===== src/rtl/enemy_draw_sequencer.sv =====
// Purpose: grants the shared VGA write port to each live enemy engine in ascending index order.
// Latency: grant two cycles after draw is first sampled high; pixel path is one register stage.
// Backpressure: none; a stalled engine loses its grant after TIMEOUT cycles and timeout_err is raised.
module enemy_draw_sequencer #(
    parameter int N_ENEMIES = 3,
    parameter int IDX_W     = 2,
    parameter int X_W       = 9,
    parameter int Y_W       = 8,
    parameter int COLOUR_W  = 6,
    parameter int TIMEOUT   = 1024
) (
    input  logic                          clock,
    input  logic                          reset,
    input  logic                          draw,
    input  logic [N_ENEMIES-1:0]          alive,
    input  logic [N_ENEMIES*X_W-1:0]      src_x_draw,
    input  logic [N_ENEMIES*Y_W-1:0]      src_y_draw,
    input  logic [N_ENEMIES*COLOUR_W-1:0] src_colour,
    input  logic [N_ENEMIES-1:0]          src_write,
    input  logic [N_ENEMIES-1:0]          src_done,
    output logic [N_ENEMIES-1:0]          draw_en,
    output logic [X_W-1:0]                x_draw,
    output logic [Y_W-1:0]                y_draw,
    output logic [COLOUR_W-1:0]           colour,
    output logic                          VGA_write,
    output logic [IDX_W-1:0]              cur_index,
    output logic                          draw_done,
    output logic                          timeout_err
);

    // Timer counts 0..TIMEOUT-1 while an enemy holds the grant.
    localparam int              TMR_W    = (TIMEOUT > 2) ? $clog2(TIMEOUT) : 1;
    localparam logic [TMR_W-1:0] TMR_LAST = TMR_W'(TIMEOUT - 1);
    localparam logic [TMR_W-1:0] TMR_MAX  = '1;

    typedef enum logic [2:0] {
        S_IDLE,
        S_GRANT,
        S_DRAW,
        S_RELEASE,
        S_DONE
    } state_t;

    state_t                r_state;
    state_t                w_state_nxt;
    logic [N_ENEMIES-1:0]  r_pend;
    logic [N_ENEMIES-1:0]  w_pend_nxt;
    logic [IDX_W-1:0]      r_idx;
    logic [IDX_W-1:0]      w_idx_nxt;
    logic [IDX_W-1:0]      w_low_idx;
    logic [TMR_W-1:0]      r_timer;
    logic [TMR_W-1:0]      w_timer_nxt;
    logic                  r_timeout_err;
    logic                  w_timeout_err_nxt;
    logic                  w_abort;
    logic                  w_timeout_hit;

    // Selected source (the engine addressed by r_idx).
    logic [N_ENEMIES-1:0]  w_grant;
    logic [X_W-1:0]        w_sel_x;
    logic [Y_W-1:0]        w_sel_y;
    logic [COLOUR_W-1:0]   w_sel_colour;
    logic                  w_sel_write;
    logic                  w_sel_done;

    // Registered pixel stage.
    logic [X_W-1:0]        r_x;
    logic [Y_W-1:0]        r_y;
    logic [COLOUR_W-1:0]   r_colour;
    logic                  r_vga_write;

    // Dropping draw outside IDLE abandons the frame immediately.
    assign w_abort       = (r_state != S_IDLE) && !draw;
    assign w_timeout_hit = (r_timer == TMR_LAST);

    // Lowest pending enemy; scanning downward lets the lowest set bit win.
    always_comb begin
        w_low_idx = '0;
        for (int i = N_ENEMIES - 1; i >= 0; i--) begin
            if (r_pend[i]) begin
                w_low_idx = IDX_W'(i);
            end
        end
    end

    // Mux the granted engine's stream and decode the one-hot grant.
    always_comb begin
        w_grant      = '0;
        w_sel_x      = '0;
        w_sel_y      = '0;
        w_sel_colour = '0;
        w_sel_write  = 1'b0;
        w_sel_done   = 1'b0;
        for (int i = 0; i < N_ENEMIES; i++) begin
            if (r_idx == IDX_W'(i)) begin
                w_grant[i]   = (r_state == S_DRAW);
                w_sel_x      = src_x_draw[i*X_W +: X_W];
                w_sel_y      = src_y_draw[i*Y_W +: Y_W];
                w_sel_colour = src_colour[i*COLOUR_W +: COLOUR_W];
                w_sel_write  = src_write[i];
                w_sel_done   = src_done[i];
            end
        end
    end

    // Next-state logic for the grant sequencer and its bookkeeping.
    always_comb begin
        w_state_nxt       = r_state;
        w_pend_nxt        = r_pend;
        w_idx_nxt         = r_idx;
        w_timer_nxt       = r_timer;
        w_timeout_err_nxt = r_timeout_err;

        case (r_state)
            S_IDLE: begin
                if (draw) begin
                    // alive is sampled once per frame; later changes are ignored.
                    w_pend_nxt        = alive;
                    w_timeout_err_nxt = 1'b0;
                    w_state_nxt       = (alive == '0) ? S_DONE : S_GRANT;
                end
            end
            S_GRANT: begin
                w_idx_nxt   = w_low_idx;
                w_timer_nxt = '0;
                w_state_nxt = S_DRAW;
            end
            S_DRAW: begin
                // Saturating so a long TIMEOUT never wraps back to zero.
                if (r_timer != TMR_MAX) begin
                    w_timer_nxt = r_timer + 1'b1;
                end
                if (w_sel_done || w_timeout_hit) begin
                    w_pend_nxt  = r_pend & ~w_grant;
                    w_state_nxt = S_RELEASE;
                    if (!w_sel_done) begin
                        w_timeout_err_nxt = 1'b1;
                    end
                end
            end
            S_RELEASE: begin
                // One dead cycle between grants so the engines see a clean handover.
                w_state_nxt = (r_pend != '0) ? S_GRANT : S_DONE;
            end
            S_DONE: begin
                w_state_nxt = S_DONE;
            end
            default: begin
                w_state_nxt = S_IDLE;
            end
        endcase

        // Abort overrides everything except the sticky error flag.
        if (w_abort) begin
            w_state_nxt       = S_IDLE;
            w_pend_nxt        = '0;
            w_idx_nxt         = '0;
            w_timer_nxt       = '0;
            w_timeout_err_nxt = r_timeout_err;
        end
    end

    // Sequencer state registers.
    always_ff @(posedge clock or negedge reset) begin
        if (!reset) begin
            r_state       <= S_IDLE;
            r_pend        <= '0;
            r_idx         <= '0;
            r_timer       <= '0;
            r_timeout_err <= 1'b0;
        end else begin
            r_state       <= w_state_nxt;
            r_pend        <= w_pend_nxt;
            r_idx         <= w_idx_nxt;
            r_timer       <= w_timer_nxt;
            r_timeout_err <= w_timeout_err_nxt;
        end
    end

    // Pixel register stage: capture the granted stream, suppress a pixel that arrives with done.
    always_ff @(posedge clock or negedge reset) begin
        if (!reset) begin
            r_x         <= '0;
            r_y         <= '0;
            r_colour    <= '0;
            r_vga_write <= 1'b0;
        end else if (w_abort) begin
            r_x         <= '0;
            r_y         <= '0;
            r_colour    <= '0;
            r_vga_write <= 1'b0;
        end else if (r_state == S_DRAW) begin
            r_x         <= w_sel_x;
            r_y         <= w_sel_y;
            r_colour    <= w_sel_colour;
            r_vga_write <= w_sel_write & ~w_sel_done;
        end else begin
            r_vga_write <= 1'b0;
        end
    end

    // Moore outputs decoded from the sequencer state.
    always_comb begin
        cur_index = '0;
        if ((r_state == S_GRANT) || (r_state == S_DRAW) || (r_state == S_RELEASE)) begin
            cur_index = r_idx;
        end
    end

    assign draw_en     = w_grant;
    assign draw_done   = (r_state == S_DONE);
    assign timeout_err = r_timeout_err;
    assign x_draw      = r_x;
    assign y_draw      = r_y;
    assign colour      = r_colour;
    assign VGA_write   = r_vga_write;

endmodule


===== config.mk =====
export PLATFORM = sky130hd
export DESIGN_NAME = enemy_draw_sequencer
export DESIGN_NICKNAME = d
export VERILOG_FILES = /design/src/rtl/enemy_draw_sequencer.sv
export SDC_FILE = /design/constraint.sdc
export NUM_CORES = 1
export LEC_CHECK = 0
export BUFFER_PORTS_ARGS = -buffer_cell sky130_fd_sc_hd__buf_2
export CAP_MARGIN = 20
export CORE_MARGIN = 3
export CORE_UTILIZATION = 25
export CTS_BUF_LIST = sky130_fd_sc_hd__clkbuf_4 sky130_fd_sc_hd__clkbuf_8
export DETAILED_ROUTE_END_ITERATION = 10
export PLACE_DENSITY = 0.5
export SLEW_MARGIN = 5
export SYNTH_ARGS = -nofsm -noshare
export SYNTH_HDL_FRONTEND = slang
export SYNTH_SLANG_ARGS = --single-unit
export TNS_END_PERCENT = 100

===== constraint.sdc =====
create_clock -name clock -period 1.8 [get_ports clock]
set_input_delay 0 -clock clock [delete_from_list [all_inputs] [get_ports clock]]
set_output_delay 0 -clock clock [all_outputs]
set_load 0.03 [all_outputs]

; Word level (Yosys, flattened, before mapping)
; Cells that the tools add are included.
[op_classes]
add_sub_neg = 1
eq_ne = 14
mux = 49
bitwise = 5
reduce_logical = 19
[ops]
columns = cell, n
row1 = $mux W9, 5
row2 = $mux W8, 5
row3 = $mux W6, 5
row4 = $mux W3, 8
row5 = $mux W10, 2
row6 = $pmux W10 S2, 1
row7 = $pmux W3 S5, 1
row8 = $mux W1, 14
row9 = $mux W2, 6
row10 = $reduce_bool A3 Y1, 4
row11 = $add A10 B1 Y10 const B, 1
row12 = $eq A10 B10 Y1 const B, 1
row13 = $ne A10 B10 Y1 const B, 1
row14 = $eq A3 B2 Y1 const B, 2
row15 = $logic_not A3 Y1, 2
row16 = $ne A3 B2 Y1 const B, 2
row17 = $pmux W3 S2, 1
row18 = $reduce_bool A2 Y1, 3
row19 = $reduce_and A5 Y1, 1
row20 = $ne A2 B2 Y1 const B, 2
row21 = $reduce_and A2 Y1, 2
row22 = $and A3 B3 Y3, 1
row23 = $eq A3 B1 Y1 const B, 1
row24 = $eq A3 B3 Y1 const B, 1
row25 = other kinds (13), 16
[totals]
reg_bits = 43
in_bits = 81
out_inout_bits = 31
word_cells = 97

; Depth between registers and ports, before layout
; Gate-level depths: netlist of the first run.
[logic_depth]
ltp_word = 8
ltp_mapped = 7
depth_no_buf = 5

; Worst setup path after synthesis of the first run
; OpenSTA, ideal clock, no wires.
[synth_path]
path_type = register -> output
from = register r_idx[0]
to = output cur_index[0]
arrival_time_ns = 1.647
path_slack_ns = 0.153
stages_incl_launch_ff = 4
n_path_buf = 2
path_cell_list = dfrtp_1 > clkbuf_1 > clkbuf_1 > nor3b_1
[synth_via]
elab_chain_cells = 1
[synth_lines]
columns = item, line_no
row1 = from (decl), 48  ; logic [IDX_W-1:0] r_idx;
row2 = from (signal assigned), 174  ; r_idx <= w_idx_nxt;
row3 = $mux W2, 205  ; if ((r_state == S_GRANT) || (r_state == S_DRAW) || (r_state == S_RELEASE)) begin
row4 = to (decl), 26  ; output logic [IDX_W-1:0] cur_index,
; No other way between the ends.

; Worst setup path in the final report of the first run
[layout_path]
from = register r_timer[0]
to = register r_timer[5]
[layout_via]
elab_chain_cells = 4
[layout_lines]
columns = item, line_no
row1 = from (decl), 51  ; logic [TMR_W-1:0] r_timer;
row2 = from (signal assigned), 175  ; r_timer <= w_timer_nxt;
row3 = $add A10 B1 Y10, 131  ; w_timer_nxt = r_timer + 1'b1;
row4 = $mux W10, 130  ; if (r_timer != TMR_MAX) begin
row5 = $pmux W10 S2, 114  ; case (r_state)
row6 = $mux W10, 154  ; if (w_abort) begin
; Several ways; a longest one is shown, not always the timed one. The select of a mux whose other input is x is not followed.
; A chain may end at the register's enable or synchronous reset.

==> results.toml, run 1 <==
[outcome]
outcome = "finished, final reports clean"

[cts]
clock-sinks = 43
ctsResizeCount = 0
cts_buffers = 5
clockBufferDepth = 2
cts_tree = "done"
htree_num_levels = 2
clk_pin_slew_ps = 80
cts_root_buf = "clkbuf_8"
clk_latency_ps = 300

[layout]
antenna_cells = 0
design_area_um2 = 3508
drive_gt1_frac = 0.3782
fin_nets = 475
synthToLayoutAreaGrowth_pct = 35.20

[min_path]
min_path_type = "primary input to flip-flop"
hold_end = "colour[5]"
min-delay-start = "src_colour[11]"
hold_depth = 4

[power]
power_density_nw_per_um2 = 1466
power.leakage_nw = 1.631
max-vdd-ir-drop_v = 0.0004774

[worst_setup_path]
cp-end-kind = "flip-flop"
start_kind = "flip-flop"
critPathMaxStageDelay_ps = 490
reg2reg_to = "r_timer[5]"
crit_path_max_fanout = 19
reg2reg_depth = 6
critPathKind = "flip-flop to flip-flop"
critical_path_arrival_ps = 1920
worstReg2RegStart = "r_timer[0]"
path_cells = "ha_1 -> nand3_2 -> nor3_2 -> buf_12 -> or4_1 -> a21oi_1"
r2r_slack_ps = 90
critPathRequiredTime_ps = 2020
crit_path_top_delay_cell = "or4_1"

[placed_design]
place_area_um2 = 3367
port_buffers = 111
dp_hpwl_mm = 5.806
place.gp.congestion = 0.7802

[synthesis]
syn_inst = 273
syn_area_um2 = 2595
synth_ff_type = "dfrtp_1"
async_reset_ff_frac = 1.000
yosysUniqueCellTypes = 51
synth_edf_count = 0
ys_warn_count = 0
synth_area_per_cell_um2 = 9.505
syn_nets = 355
synth-seq-cells = 43
ys_seq_area_frac = 0.4147

[die]
die_area_um2 = 11640
num_rows = 36
initial_utilization = 0.2607
num_io_pins = 112
core_um2 = 9955
die_width_um = 107.9
die_y_um = 107.9

[sta]
clock_skew_ps = 14.29
fin_tns_setup_ps = 0
period_needed_ps = 1708
max_freq_mhz = 585.5
drv_slew = 0
rsz0062_at_grt = "no"
tightest_slew_ps = 555.7
finalSetupViolations = 0
period_share = 0.9488
hold_viol = 0
slew_headroom = 0.6295

[global_routing]
grt_pass1_vias = 2430
antenna_found_initial = 0
grt_pass1_wl_mm = 11.92
grt_max_degree = 26
grtUsageTotal = 0.1281
overflow = 0

[detailed_routing]
vias = 2526
postRouteAntennaNets = 0
drc = 0
firstDrtPassIters = 5
vias_per_cell = 4.793
avgRoutedWirePerCell_um = 14.50
drt_iter0_markers = 162
route.final.wire_length_mm = 7.642

[run]
max_cap_violations = 0
==> area by class of cell <==
type                       instances  area (um2)
clock buffer                       5       68.82
clock inverter                     3       15.01
fill                            1019        6446
inverter                           6       22.52
multi-input combinational        201        1366
sequential                        43        1076
tap                              133       166.4
timing repair buffer             136       793.3
==> worst max-delay path, delay by kind of cell (launching register included) <==
family	cells	cell delay, ps
buf+inv	1	150
flops	1	410
simple gates	3	680
fa+ha+maj	1	230
compound gates	1	160
==> state kept, by name, summed over array words and instances (netlist names) <==
register	count
r_timer	10
colour	6
r_idx	2
r_pend	3
timeout_err	1
VGA_write	1
x_draw	9
y_draw	8
r_state	3
==> cells by family (layout without fill, tap and decap cells) <==
kind of cell / count (synthesis) / in the layout / synth area share
DFF: 43 / 43 / 0.4147
AOI/OAI and AO/OA: 91 / 91 / 0.2488
adders and majority gates: 1 / 1 / 0.004821
and+or+nand+nor: 82 / 82 / 0.1692
buffers and inverters: 29 / 150 / 0.05882
xor gates and xnor gates: 1 / 1 / 0.003376
muxes: 26 / 26 / 0.1003
==> cells in the final DEF (no fill, tap or decap), types with 2 or more instances in the layout <==
master         Yosys  routed
clkinv_2           0       3
buf_4              4      17
buf_12             0       3
a21oi_1           10      10
mux2i_1           26      26
nor3b_1            2       2
o21ai_1            2       2
nand2_1           32      32
clkbuf_8           0       5
or4_1              5       5
nor4_1             2       2
nand4_1            3       3
and3_1             2       2
or3_1              2       2
nor3_1             5       5
a211oi_1           5       5
nand2b_1           2       2
inv_1              6       6
a22o_1            28      28
o21ai_0           29      29
dfrtp_1           43      43
buf_2              5     111
o31ai_1            6       6
dlygate4sd3_1      0       5
nor2_1            12      12
==> timing repair <==
action	in CTS	in global routing
setup endpoints to repair	0	2
buffers inserted	0	1
hold buffers	5	0
hold endpoints to repair	25	0
==> report_power, final <==
group	leakage (nW)	internal (W)	switching (W)
clock	0.0477	0.000266	0.000330
sequential	0.588	0.00129	0.000233
combinational	0.996	0.00118	0.00184
==> per-stage QoR <==
stage	total power, W	hold WS [ps]	setup WS (ps)	util	instances
after floorplan	0.003659	-295.6	152.7	-	273
after CTS	0.005212	13.57	86.24	0.3517	526
after global routing	0.005541	43.23	12.85	0.3524	527
after global placement	0.004580	11.84	122.5	0.3382	513
after detailed placement	0.004576	15.89	94.27	0.3382	513
final	0.005145	28.66	92.15	0.3524	527
==> synth_stat cells, types with 2 or more instances <==
master | count | share of area
dfrtp_1 | 43 | 0.41
nand2_1 | 32 | 0.046
o21ai_0 | 29 | 0.056
a22o_1 | 28 | 0.095
mux2i_1 | 26 | 0.10
nor2_1 | 12 | 0.017
clkbuf_1 | 11 | 0.016
a21oi_1 | 10 | 0.019
inv_1 | 6 | 0.0087
o31ai_1 | 6 | 0.017
a211oi_1 | 5 | 0.014
buf_2 | 5 | 0.0096
nor3_1 | 5 | 0.0096
or4_1 | 5 | 0.014
buf_4 | 4 | 0.012
buf_6 | 3 | 0.013
nand4_1 | 3 | 0.0072
and3_1 | 2 | 0.0048
nand2b_1 | 2 | 0.0048
nor3b_1 | 2 | 0.0058
nor4_1 | 2 | 0.0048
o21ai_1 | 2 | 0.0039
or3_1 | 2 | 0.0048
==> how the worst max path moves through the flow <==
| stage | start | end | slack, ps |
|---|---|---|---|
| floorplan | r_idx[0] | cur_index[0] | 150 |
| global placement | r_timer[0] | r_timer[6] | 120 |
| detailed placement | r_timer[0] | r_timer[5] | 90 |
| CTS | r_timer[0] | r_timer[6] | 90 |
| global route | r_timer[1] | r_timer[6] | 10 |
| finish | r_timer[0] | r_timer[5] | 90 |
==> layer usage <==
layer | wire [um] | up-vias | global-route usage
met4 | 59 | 0 | 0.03517
met3 | 641 | 4 | 0.02519
met2 | 3629 | 102 | 0.2251
met5 | 0 | - | 0
met1 | 3311 | 1159 | 0.1588
li1 | - | 1261 | -
Power figures use the tool's default switching activity.
==> run 2, diff against run 1 <==
--- a/config.mk
+++ b/config.mk
@@ -9,7 +9,7 @@
 export CAP_MARGIN = 20
 export CORE_MARGIN = 3
 export CORE_UTILIZATION = 25
-export CTS_BUF_LIST = sky130_fd_sc_hd__clkbuf_4 sky130_fd_sc_hd__clkbuf_8
+export CTS_BUF_LIST = sky130_fd_sc_hd__clkbuf_16
 export DETAILED_ROUTE_END_ITERATION = 10
 export PLACE_DENSITY = 0.5
 export SLEW_MARGIN = 5
==> results.toml, run 2 (same netlist as run 1, synthesis figures left out) <==
[outcome]
outcome = "finished, final reports clean"

[sta]
tightest_slew_ps = 557.5
period_share = 0.9464
slew_headroom = 0.6283
rsz0062_at_grt = "no"
period_needed_ps = 1704
hold_viol = 0
max_freq_mhz = 587.0
fin_tns_setup_ps = 0
drv_slew = 0
clock_skew_ps = 8.791
finalSetupViolations = 0
timing.hold.ws_ps = 41.26

[layout]
drive_gt1_frac = 0.3782
regMostFlops = "r_timer"
seqCellArea_um2 = 1076
design_area_um2 = 3565
n_fill_cell = 1013
layout_common_cells = "buf_2 (111), dfrtp_1 (43), nand2_1 (32)"
final-instance-count-excl-fill = 527
largest_reg_flops = 10
multiInputGateArea_um2 = 1366
final_common_cell = "buf_2"
fin_nets = 475
synthToLayoutAreaGrowth_pct = 37.37
antenna_cells = 0

[power]
power_density_nw_per_um2 = 1518
p_total_w = 0.005413
max-vdd-ir-drop_v = 0.0005444
power.leakage_nw = 1.657

[global_routing]
overflow = 0
antenna_found_initial = 0
grt_pass1_vias = 2436
grtUsageTotal = 0.1282
grt_max_degree = 26
grt_pass1_wl_mm = 11.94

[detailed_routing]
route.final.wire_length_mm = 7.634
firstDrtPassIters = 4
postRouteAntennaNets = 0
vias = 2529
drc = 0
drt_iter0_markers = 173
avgRoutedWirePerCell_um = 14.49
vias_per_cell = 4.799

[worst_setup_path]
path_cells = "ha_1 -> nand3_2 -> nor3_2 -> buf_12 -> or4_1 -> a21oi_1"
critical_path_arrival_ps = 1910
crit_path_top_delay_cell = "or4_1"
cp-startpoint = "r_timer[0]"
cp-end-kind = "flip-flop"
critPathRequiredTime_ps = 2000
start_kind = "flip-flop"
worstReg2RegStart = "r_timer[0]"
crit_path_max_fanout = 19
critPathMaxStageDelay_ps = 490
critPathKind = "flip-flop to flip-flop"

[cts]
htree_num_levels = 2
clk_latency_ps = 280
cts_tree = "done"
cts_root_buf = "clkbuf_16"
clockBufferDepth = 2
clk_pin_slew_ps = 60
clock-sinks = 43
ctsResizeCount = 0
cts_buffers = 5

[die]
die_area_um2 = 11640
num_io_pins = 112
num_rows = 36
core_um2 = 9955
die_width_um = 107.9
die_y_um = 107.9
initial_utilization = 0.2607

[placed_design]
dp_hpwl_mm = 5.806
place.gp.congestion = 0.7802
place_area_um2 = 3367
dp.cells = 513
port_buffers = 111

[min_path]
min_path_type = "primary input to flip-flop"
min-delay-start = "src_colour[11]"

[run]
max_cap_violations = 0
## run 2: worst paths after layout
check / cells after the start / end / slack (ps)
max: 6 / r_timer[5] / 100
min: 4 / colour[5] / 40
max reg2reg: 6 / r_timer[5] / 100
min reg2reg: 1 / x_draw[8] / 490
max in group asynchronous: 3 / y_draw[3] / 980
min in group asynchronous: 2 / r_idx[1] / 240
## run 2: worst max-delay path, delay by kind of cell, from the launching register on
family	cells	cell delay, ps
buffers and inverters	1	150
DFF	1	400
and+or+nand+nor	3	690
adders and majority gates	1	230
AOI/OAI and AO/OA	1	160
## run 2: final cells by class
cell class / instances / area share
clock buffer: 5 / 0.03510
clock inverter: 3 / 0.004212
inverter: 6 / 0.006318
multi-input combinational: 201 / 0.3833
sequential: 43 / 0.3019
tap: 133 / 0.04668
timing repair buffer: 136 / 0.2225
## run 2: repair_timing
| action | in CTS | in global routing |
|---|---|---|
| hold endpoints to repair | 25 | 0 |
| endpoints found under the setup margin | 0 | 1 |
| hold buffers | 5 | 0 |
| setup buffers | 0 | 1 |
## run 2: layer usage
layer / vias up / global-route usage / part of all wire
li1: 1262 / - / -
met1: 1159 / 0.1588 / 0.43
met3: 4 / 0.02519 / 0.085
met5: - / 0 / 0
met4: 0 / 0.03517 / 0.0077
met2: 104 / 0.2256 / 0.48
## run 2: report_power, final
group	internal [W]	leakage, nW	switching (W)
Combinational	0.00118	0.996	0.00184
Clock	0.000506	0.0733	0.000356
Sequential	0.00129	0.588	0.000232
Total	0.00298	1.66	0.00243
## run 2: through the flow
step | util | worst slack, ps
2_1_floorplan | - | 152.7
3_3_place_gp | 0.3382 | 122.5
6_report | 0.3581 | 96.45
4_1_cts | 0.3573 | 88.63
5_1_grt | 0.3581 | 12.31
3_5_place_dp | 0.3382 | 94.27
